==> src/rtl/i2c_pkg.sv <==
// Shared types and constants for the i2c master arbiter.
package i2c_pkg;

    typedef enum logic [2:0] {
        StIdle,
        StIssue,
        StWaitBusy,
        StWaitDone,
        StRespond
    } arb_state_e;

    localparam int unsigned WdogWidth      = 20;
    localparam logic [19:0] TimeoutDefault = 20'hFFFFF;

endpackage

==> src/rtl/rr_arbiter.sv <==
// Round-robin selector: searches from last_grant+1 upward (mod NUM_REQ), one-hot result.
module rr_arbiter #(
    parameter int unsigned NUM_REQ = 4
) (
    input  logic [NUM_REQ-1:0]         req,
    input  logic [$clog2(NUM_REQ)-1:0] last_grant,
    output logic [NUM_REQ-1:0]         grant
);

    localparam int unsigned IDX_W = $clog2(NUM_REQ);

    logic [IDX_W-1:0] idx;
    logic             found;

    always_comb begin
        grant = '0;
        found = 1'b0;
        idx   = '0;
        for (int unsigned i = 1; i <= NUM_REQ; i++) begin
            idx = IDX_W'((32'(last_grant) + i) % NUM_REQ);
            if (!found && req[idx]) begin
                grant[idx] = 1'b1;
                found      = 1'b1;
            end
        end
    end

endmodule

==> src/rtl/i2c_master_arbiter.sv <==
// Shares one i2c master among NUM_REQ requesters, one latched transaction at a time,
// with a watchdog covering the master's busy/done handshake.
module i2c_master_arbiter
    import i2c_pkg::*;
#(
    parameter int unsigned NUM_REQ    = 4,
    parameter int unsigned ADDR_BYTES = 1,
    parameter int unsigned DATA_BYTES = 2,
    parameter int unsigned ST_WIDTH   = 1 + ADDR_BYTES + DATA_BYTES,
    parameter logic [19:0] TIMEOUT    = TimeoutDefault
) (
    input  logic                             clk,
    input  logic                             reset,
    input  logic [NUM_REQ-1:0]               req,
    input  logic [NUM_REQ-1:0]               req_read,
    input  logic [7*NUM_REQ-1:0]             req_chip_addr,
    input  logic [8*ADDR_BYTES*NUM_REQ-1:0]  req_reg_addr,
    input  logic [8*DATA_BYTES*NUM_REQ-1:0]  req_wdata,
    output logic [NUM_REQ-1:0]               grant,
    output logic [NUM_REQ-1:0]               rsp_valid,
    output logic [8*DATA_BYTES-1:0]          rsp_rdata,
    output logic                             rsp_nack,
    output logic                             rsp_timeout,
    output logic [6:0]                       m_chip_addr,
    output logic [8*ADDR_BYTES-1:0]          m_reg_addr,
    output logic [8*DATA_BYTES-1:0]          m_data_in,
    output logic                             m_write_en,
    output logic                             m_read_en,
    output logic                             m_write_mode,
    input  logic [8*DATA_BYTES-1:0]          m_data_out,
    input  logic [ST_WIDTH-1:0]              m_status,
    input  logic                             m_done,
    input  logic                             m_busy
);

    localparam int unsigned IDX_W = $clog2(NUM_REQ);
    localparam int unsigned AW    = 8 * ADDR_BYTES;
    localparam int unsigned DW    = 8 * DATA_BYTES;

    arb_state_e           state_q, state_d;
    logic [IDX_W-1:0]     last_grant_q, last_grant_d;
    logic [IDX_W-1:0]     idx_q, idx_d;
    logic [NUM_REQ-1:0]   grant_q, grant_d;
    logic [6:0]           chip_q, chip_d;
    logic [AW-1:0]        reg_q, reg_d;
    logic [DW-1:0]        wdata_q, wdata_d;
    logic                 read_q, read_d;
    logic [WdogWidth-1:0] wdog_q, wdog_d;
    logic [DW-1:0]        rdata_q, rdata_d;
    logic                 nack_q, nack_d;
    logic                 timeout_q, timeout_d;

    logic [NUM_REQ-1:0]   rr_grant;
    logic [IDX_W-1:0]     sel_idx;
    logic [6:0]           sel_chip;
    logic [AW-1:0]        sel_reg;
    logic [DW-1:0]        sel_wdata;
    logic                 sel_read;

    rr_arbiter #(
        .NUM_REQ(NUM_REQ)
    ) u_rr (
        .req       (req),
        .last_grant(last_grant_q),
        .grant     (rr_grant)
    );

    // Demux the flattened request fields of the winning requester.
    always_comb begin
        sel_idx   = '0;
        sel_chip  = '0;
        sel_reg   = '0;
        sel_wdata = '0;
        sel_read  = 1'b0;
        for (int unsigned i = 0; i < NUM_REQ; i++) begin
            if (rr_grant[i]) begin
                sel_idx   = IDX_W'(i);
                sel_chip  = req_chip_addr[7*i +: 7];
                sel_reg   = req_reg_addr[AW*i +: AW];
                sel_wdata = req_wdata[DW*i +: DW];
                sel_read  = req_read[i];
            end
        end
    end

    always_comb begin
        state_d      = state_q;
        last_grant_d = last_grant_q;
        idx_d        = idx_q;
        grant_d      = grant_q;
        chip_d       = chip_q;
        reg_d        = reg_q;
        wdata_d      = wdata_q;
        read_d       = read_q;
        wdog_d       = wdog_q;
        rdata_d      = rdata_q;
        nack_d       = nack_q;
        timeout_d    = timeout_q;

        unique case (state_q)
            StIdle: begin
                if (|req) begin
                    state_d = StIssue;
                    grant_d = rr_grant;
                    idx_d   = sel_idx;
                    chip_d  = sel_chip;
                    reg_d   = sel_reg;
                    wdata_d = sel_wdata;
                    read_d  = sel_read;
                end
            end
            StIssue: begin
                wdog_d  = '0;
                state_d = StWaitBusy;
            end
            StWaitBusy: begin
                wdog_d = wdog_q + 20'd1;
                if (m_busy) begin
                    state_d = StWaitDone;
                end else if (wdog_d == TIMEOUT) begin
                    state_d   = StRespond;
                    nack_d    = 1'b1;
                    timeout_d = 1'b1;
                end
            end
            StWaitDone: begin
                wdog_d = wdog_q + 20'd1;
                if (m_done) begin
                    state_d   = StRespond;
                    rdata_d   = m_data_out;
                    nack_d    = |m_status;
                    timeout_d = 1'b0;
                end else if (wdog_d == TIMEOUT) begin
                    // Read data from the previous transaction is deliberately kept.
                    state_d   = StRespond;
                    nack_d    = 1'b1;
                    timeout_d = 1'b1;
                end
            end
            StRespond: begin
                state_d      = StIdle;
                grant_d      = '0;
                last_grant_d = idx_q;
                wdog_d       = '0;
            end
            default: begin
                state_d = StIdle;
            end
        endcase
    end

    always_ff @(posedge clk or negedge reset) begin
        if (!reset) begin
            state_q      <= StIdle;
            last_grant_q <= IDX_W'(NUM_REQ - 1);
            idx_q        <= '0;
            grant_q      <= '0;
            chip_q       <= '0;
            reg_q        <= '0;
            wdata_q      <= '0;
            read_q       <= 1'b0;
            wdog_q       <= '0;
            rdata_q      <= '0;
            nack_q       <= 1'b0;
            timeout_q    <= 1'b0;
        end else begin
            state_q      <= state_d;
            last_grant_q <= last_grant_d;
            idx_q        <= idx_d;
            grant_q      <= grant_d;
            chip_q       <= chip_d;
            reg_q        <= reg_d;
            wdata_q      <= wdata_d;
            read_q       <= read_d;
            wdog_q       <= wdog_d;
            rdata_q      <= rdata_d;
            nack_q       <= nack_d;
            timeout_q    <= timeout_d;
        end
    end

    assign grant        = grant_q;
    assign rsp_valid    = (state_q == StRespond) ? grant_q : '0;
    assign rsp_rdata    = rdata_q;
    assign rsp_nack     = nack_q;
    assign rsp_timeout  = timeout_q;
    assign m_chip_addr  = chip_q;
    assign m_reg_addr   = reg_q;
    assign m_data_in    = wdata_q;
    assign m_write_en   = (state_q == StIssue) && !read_q;
    assign m_read_en    = (state_q == StIssue) && read_q;
    assign m_write_mode = 1'b0;

endmodule
==> config.mk <==
export PLATFORM = sky130hd
export DESIGN_NAME = i2c_master_arbiter
export DESIGN_NICKNAME = d
export VERILOG_FILES = /design/src/rtl/i2c_pkg.sv /design/src/rtl/rr_arbiter.sv /design/src/rtl/i2c_master_arbiter.sv
export SDC_FILE = /design/constraint.sdc
export NUM_CORES = 1
export LEC_CHECK = 0
export CORE_MARGIN = 3
export CORE_UTILIZATION = 46
export CTS_CLUSTER_DIAMETER = 150
export DETAILED_ROUTE_END_ITERATION = 6
export MAX_ROUTING_LAYER = met4
export PLACE_DENSITY = 0.9
export SLEW_MARGIN = 10
export SYNTH_ARGS = -nofsm -noshare
export SYNTH_HDL_FRONTEND = slang
export SYNTH_SLANG_ARGS = --single-unit
==> constraint.sdc <==
create_clock -name clk -period 9.5 [get_ports clk]
set_input_delay 1.425 -clock clk [delete_from_list [all_inputs] [get_ports clk]]
set_output_delay 1.425 -clock clk [all_outputs]
set_load 0.02 [all_outputs]
==> results of run 1 <==
## worst paths after layout
check / start / end / slack [ns]
max: req[2] / m_data_in[0]$_DFFE_PN0P_ / 4.80
min: rsp_rdata[0]$_DFFE_PN0P_ / rsp_rdata[0]$_DFFE_PN0P_ / 0.48
min reg2reg: rsp_rdata[0]$_DFFE_PN0P_ / rsp_rdata[0]$_DFFE_PN0P_ / 0.48
max reg2reg: last_grant_q[0]$_DFFE_PN1P_ / m_data_in[0]$_DFFE_PN0P_ / 5.25
max in group asynchronous: reset / wdog_q[8]$_DFFE_PN0P_ / 7.59
min in group asynchronous: reset / wdog_q[6]$_DFFE_PN0P_ / 1.23
## synthesized netlist by cell type, types with 5 or more instances
library cell,instances,share of area
a21oi_1,14,0.014
a221o_1,33,0.067
a31oi_1,44,0.055
and3_1,9,0.011
buf_2,9,0.0091
buf_4,9,0.014
buf_6,6,0.014
clkbuf_1,24,0.018
dfrtp_1,79,0.40
ha_1,10,0.025
inv_1,5,0.0038
nand2_1,112,0.085
nand3_1,45,0.045
nand4_1,11,0.014
nor2_1,17,0.013
nor3_1,5,0.0050
o21ai_0,63,0.064
o21ai_1,5,0.0050
## cell families after synthesis
| kind of cell | Yosys count |
|---|---|
| buffers and inverters | 57 |
| adders and majority gates | 10 |
| AOI/OAI and AO/OA | 181 |
| xor gates and xnor gates | 3 |
| other | 1 |
| and+or+nand+nor | 227 |
| muxes | 6 |
| DFF | 81 |
## worst register-to-register path: stages (launching register included)
cell and delay (ns):
dfstp_2 0.68, inv_1 0.15, ha_1 0.36, mux4_1 0.62, nor3b_2 0.23, a221oi_4 0.24, buf_4 0.52, nand2_2 0.13
nor3_4 0.96, a221o_1 0.31
## cell type report
| type | instances | area, µm² | share of cell area |
|---|---|---|---|
| clock buffer | 10 | 138 | 0.0192 |
| inverter | 6 | 22.5 | 0.00313 |
| tap | 136 | 170 | 0.0237 |
| sequential | 81 | 2030 | 0.282 |
| clock inverter | 6 | 50.0 | 0.00697 |
| multi-input combinational | 428 | 2600 | 0.362 |
| timing repair buffer | 219 | 2180 | 0.303 |
## metrics by stage
| step | cell area [µm²] | utilization | setup WS, ns |
|---|---|---|---|
| floorplan | 4960 | - | 6.15 |
| global placement | 7000 | 0.672 | 4.63 |
| detailed placement | 7000 | 0.672 | 4.45 |
| CTS | 7180 | 0.690 | 4.82 |
| global route | 7180 | 0.690 | 4.53 |
| finish | 7180 | 0.690 | 4.80 |
## power breakdown
group | switching [µW] | internal [µW] | leakage [µW]
Combinational | 799 | 540 | 0.00173
Sequential | 100 | 474 | 0.00104
Clock | 134 | 105 | 0.0000948
Total | 1030 | 1120 | 0.00286
## sequential cells by signal (all words and copies together) (netlist names)
signal,count
rsp_rdata,16
read_q,1
idx_q,2
grant,4
rsp_nack,1
last_grant_q,2
m_chip_addr,7
m_reg_addr,8
state_q,3
m_data_in,16
wdog_q,20
rsp_timeout,1
## per-layer routing
metal,vias to the layer above,part of all wire
met5,-,0
met4,0,0.033
met3,43,0.095
met2,275,0.51
li1,2461,-
met1,2563,0.36
==> flow_metrics.py, run 1 <==
metrics = {
    "sta": {
        "fmax_ghz": 0.213,
        "setup_tns_ns": 0,
        "fin_skew_ns": 0.0103,
        "drv_slew": 0,
        "relSlewSlack": 0.218,
        "period_share": 0.494,
        "min_period_ns": 4.70,
        "rsz0062_at_grt": "false",
        "finalSetupViolCount": 0,
        "worst_pin_slew_ns": 1.17,
        "timing.final.hold_violations": 0,
        "whs_ns": 0.480,
    },
    "critical_path": {
        "cp.depth": 9,
        "cpMaxStageDelayCell": "nor3_4",
        "critical_path.top_delay_family": "simple AND/OR/NAND/NOR gates",
        "rr_worst_depth": 9,
        "cp_data_arrival_time_ns": 4.98,
        "path_class": "in2reg",
        "worstPathMaxFanout": 68,
        "max_stage_delay_ns": 0.96,
        "crit_chain": "clkdlybuf4s50_1 -> mux4_2 -> nand2_1 -> o21ai_0 -> a221oi_4 -> buf_4 -> nand2_2 -> nor3_4 -> a221o_1",
        "critPathRequiredTime_ns": 9.78,
        "cp-start-kind": "primary input",
        "cp-end-kind": "register",
        "cp_num_buf_inv": 2,
    },
    "logic_synthesis": {
        "synth_cell_types": 64,
        "synthMuxAreaShare": 0.0235,
        "synth.cell_area_um2": 4960,
        "synth_top_family_by_area": "compound AO/OA/AOI/OAI gates",
        "synth.avg_cell_area_um2": 8.77,
        "synth_warnings": 0,
        "ys_async_sr_fraction": 1.00,
        "synth-seq-cells": 81,
        "syn_nets": 732,
        "yosys.area_share.xor_xnor": 0.00530,
        "synth_ff_type": "dfrtp_1",
        "synth_compound_area_frac": 0.244,
        "synth-edff-count": 0,
        "ys_seq_area_frac": 0.409,
        "synthCells": 566,
        "yosys.area_share.adder": 0.0252,
        "synth-simple-area-share": 0.221,
    },
    "cts": {
        "root_buffer": "clkbuf_8",
        "h-tree-depth": 3,
        "max-clock-path-buffers": 2,
        "cts_resized": 0,
        "clk_latency_ns": 0.34,
        "clkSinkCount": 81,
        "hold_buffers": 0,
        "postCtsSetupRepairBufs": 0,
        "path_clk_slew_ns": 0.09,
        "cts_tree": "done",
        "numCtsBuffers": 9,
    },
    "floorplanning": {
        "core_um2": 10400,
        "die_w_um": 110,
        "die_area_um2": 12100,
        "die_y_um": 110,
        "initial_core_util": 0.476,
        "num_io_pins": 216,
        "rows": 37,
    },
    "route": {
        "drc": 0,
        "ant_nets": 0,
        "routedWlPerCell_um": 18.7,
        "vias": 5342,
        "vias_per_cell": 6.03,
        "wirelength_um": 16600,
        "firstDrtPassIters": 6,
        "drt_iter0_drc": 473,
    },
    "layout": {
        "antenna_cells": 0,
        "drive_above_1_share": 0.0533,
        "nFillCells": 802,
        "final_cells": 886,
        "layout_commonest_cell": "clkdlybuf4s50_1",
        "layout_common_cells": "clkdlybuf4s50_1, nand2_1, dfrtp_1",
        "area_growth_syn_to_layout_pct": 44.8,
        "fin_nets": 911,
    },
    "placed_design": {
        "dp.cells": 870,
        "hpwl_um": 12300,
        "gp_congestion": 0.956,
        "port_buffers": 214,
    },
    "global_route": {
        "met3_usage": 0.0681,
        "grt_max_degree": 82,
        "grt_overflow": 0,
        "grt_usage": 0.278,
        "grt_pass1_wl_um": 25500,
        "use_met1": 0.313,
        "grt.met2_usage": 0.473,
        "busiest_layer": "met2",
        "grt_pass1_vias": 5278,
        "grt_antenna_before_repair": 0,
    },
    "power_and_ir_drop": {
        "finalPower_uw": 2150,
        "vdd_drop_max_v": 0.000227,
        "p_leak_uw": 0.00286,
        "power.density_nw_per_um2": 300,
    },
    "status": {
        "status": "completed",
    },
    "min_path": {
        "hold_class": "reg2reg",
        "holdPathStages": 2,
    },
    "flow_run": {
        "maxCapViolCount": 0,
    },
}
No activity file was read; power rests on OpenSTA's default activity.
==> run 2, diff against run 1 <==
--- a/config.mk
+++ b/config.mk
@@ -6,11 +6,11 @@
 export NUM_CORES = 1
 export LEC_CHECK = 0
 export CORE_MARGIN = 3
-export CORE_UTILIZATION = 46
+export CORE_UTILIZATION = 43
 export CTS_CLUSTER_DIAMETER = 150
 export DETAILED_ROUTE_END_ITERATION = 6
 export MAX_ROUTING_LAYER = met4
-export PLACE_DENSITY = 0.9
+export PLACE_DENSITY = 0.86
 export SLEW_MARGIN = 10
 export SYNTH_ARGS = -nofsm -noshare
 export SYNTH_HDL_FRONTEND = slang
==> constraint.sdc (replaced) <==
create_clock -name clk -period 4.8 [get_ports clk]
set_input_delay 0.72 -clock clk [delete_from_list [all_inputs] [get_ports clk]]
set_output_delay 0.72 -clock clk [all_outputs]
set_load 0.02 [all_outputs]
==> run 2 against run 1 <==
Effect of this change:
- sequential share of layout area is 0.48 points lower
- die area up 6.6%
- combinational power grew 99%
- non-clock buffer count increased by 2
- setup slack got worse by 3.8 ns
- wire length up 2.7%
- critical path depth increased by 1
- first-iteration DRC count up 1.5%
- design area up 1.7%
- critical path type is now reg2reg
- largest power group unchanged
==> flow_metrics.py, run 2 (synthesis gave the netlist of run 1 again) <==
metrics = {
    "status": {
        "status": "completed",
    },
    "sta": {
        "worst_pin_slew_ns": 1.18,
        "fmax_ghz": 0.266,
        "finalSetupViolCount": 0,
        "timing.final.hold_violations": 0,
        "setup_tns_ns": 0,
        "setup_slack_ns": 1.04,
        "period_share": 0.783,
        "rsz0062_at_grt": "false",
        "relSlewSlack": 0.208,
        "fin_skew_ns": 0.00713,
        "drv_slew": 0,
        "whs_ns": 0.482,
        "min_period_ns": 3.76,
    },
    "cts": {
        "h-tree-depth": 3,
        "cts_tree": "done",
        "hold_buffers": 0,
        "postCtsSetupRepairBufs": 0,
        "numCtsBuffers": 9,
        "root_buffer": "clkbuf_16",
        "clkSinkCount": 81,
        "max-clock-path-buffers": 2,
        "clk_latency_ns": 0.33,
        "path_clk_slew_ns": 0.07,
        "cts_resized": 0,
    },
    "global_route": {
        "use_met1": 0.315,
        "grt_pass1_vias": 5361,
        "grt_max_degree": 82,
        "grt_pass1_wl_um": 26900,
        "busiest_layer": "met2",
        "grt_antenna_before_repair": 1,
        "grt_usage": 0.268,
        "met3_usage": 0.0637,
        "grt.met2_usage": 0.452,
        "grt_overflow": 0,
    },
    "layout": {
        "largest_reg_flops": 20,
        "layout_common_cells": "clkdlybuf4s50_1, nand2_1, dfrtp_1",
        "fin_nets": 913,
        "drive_above_1_share": 0.0559,
        "regMostFlops": "wdog_q",
        "nFillCells": 888,
        "area_growth_syn_to_layout_pct": 47.3,
        "final_cells": 893,
        "layout_commonest_cell": "clkdlybuf4s50_1",
    },
    "floorplanning": {
        "rows": 38,
        "die_w_um": 113,
        "die_area_um2": 12900,
        "die_y_um": 113,
        "core_um2": 11100,
        "num_io_pins": 216,
        "initial_core_util": 0.448,
    },
    "power_and_ir_drop": {
        "sw_frac_of_total": 0.465,
        "vdd_drop_max_v": 0.000310,
        "power.density_nw_per_um2": 611,
        "power_switching_uw": 2070,
        "p_leak_uw": 0.00292,
        "p_comb_frac": 0.595,
        "p_int_uw": 2390,
        "seqPwrFrac": 0.256,
        "clock_power_share": 0.149,
    },
    "placed_design": {
        "pre_cts_ws_ns": 0.956,
        "dp.cells": 876,
        "port_buffers": 214,
        "gp_congestion": 0.932,
        "hpwl_um": 12600,
    },
    "route": {
        "vias": 5347,
        "vias_per_cell": 5.99,
        "drc": 0,
        "ant_nets": 0,
        "routedWlPerCell_um": 19.1,
        "drt_iter0_drc": 480,
        "wirelength_um": 17000,
        "firstDrtPassIters": 6,
    },
    "critical_path": {
        "critPathRequiredTime_ns": 5.07,
        "worstPathMaxFanout": 68,
        "cp-end-kind": "register",
        "cp_data_arrival_time_ns": 4.03,
        "cp-start-kind": "register",
        "path_class": "reg2reg",
    },
    "min_path": {
        "hold_class": "reg2reg",
    },
    "flow_run": {
        "maxCapViolCount": 0,
    },
}
[run 2: area by class of cell]
| type | count | area, µm² | area share |
|---|---|---|---|
| Antenna cell | 1 | 2.50 | 0.000342 |
| Sequential cell | 81 | 2030 | 0.278 |
| Clock buffer | 10 | 239 | 0.0327 |
| Timing Repair Buffer | 221 | 2190 | 0.300 |
| Clock inverter | 6 | 50.0 | 0.00685 |
| Tap cell | 140 | 175 | 0.0240 |
| Inverter | 6 | 22.5 | 0.00308 |
| Multi-Input combinational cell | 428 | 2600 | 0.355 |
[run 2: per-layer routing]
metal / part of all wire / routed length (µm)
met5: 0 / 0
met4: 0.030 / 511
met3: 0.084 / 1440
met2: 0.51 / 8710
met1: 0.37 / 6350
[run 2: final timing paths]
| check | from | slack, ns | cells after the start | endpoint |
|---|---|---|---|---|
| min in group asynchronous | reset | 0.56 | 1 | state_q[0]$_DFFE_PN0P_ |
| worst min-delay path | rsp_rdata[1]$_DFFE_PN0P_ | 0.48 | 2 | rsp_rdata[1]$_DFFE_PN0P_ |
| worst max-delay path | last_grant_q[0]$_DFFE_PN1P_ | 1.04 | 10 | m_chip_addr[3]$_DFFE_PN0P_ |
| worst max register to register | last_grant_q[0]$_DFFE_PN1P_ | 1.04 | 10 | m_chip_addr[3]$_DFFE_PN0P_ |
| max in group asynchronous | reset | 3.57 | 1 | grant[3]$_DFFE_PN0P_ |
| worst min register to register | rsp_rdata[1]$_DFFE_PN0P_ | 0.48 | 2 | rsp_rdata[1]$_DFFE_PN0P_ |
[run 2: power groups by stage]
stage	combinational, µW	sequential (µW)	clock [µW]
floorplan	1700	1310	0
global placement	2550	1130	0
detailed placement	2650	1140	0
CTS	2650	1140	672
global route	2890	1180	708
finish	2660	1140	663
[run 2: worst max-delay path: stages, from the launching register on]
cell and delay [ns]:
dfstp_2 0.67, inv_1 0.14, ha_1 0.35, mux4_1 0.62, nor3b_2 0.23, a221oi_4 0.23, buf_4 0.53, nand2_2 0.13
nor3_4 0.20, buf_4 0.35, a221o_1 0.24
[run 2: stage by stage]
stage	cell area [µm²]	total power, µW	utilization
2_1_floorplan	4960	3020	-
3_3_place_gp	7020	3680	0.633
3_5_place_dp	7020	3790	0.633
4_1_cts	7310	4460	0.659
5_1_grt	7310	4770	0.660
6_report	7310	4460	0.660
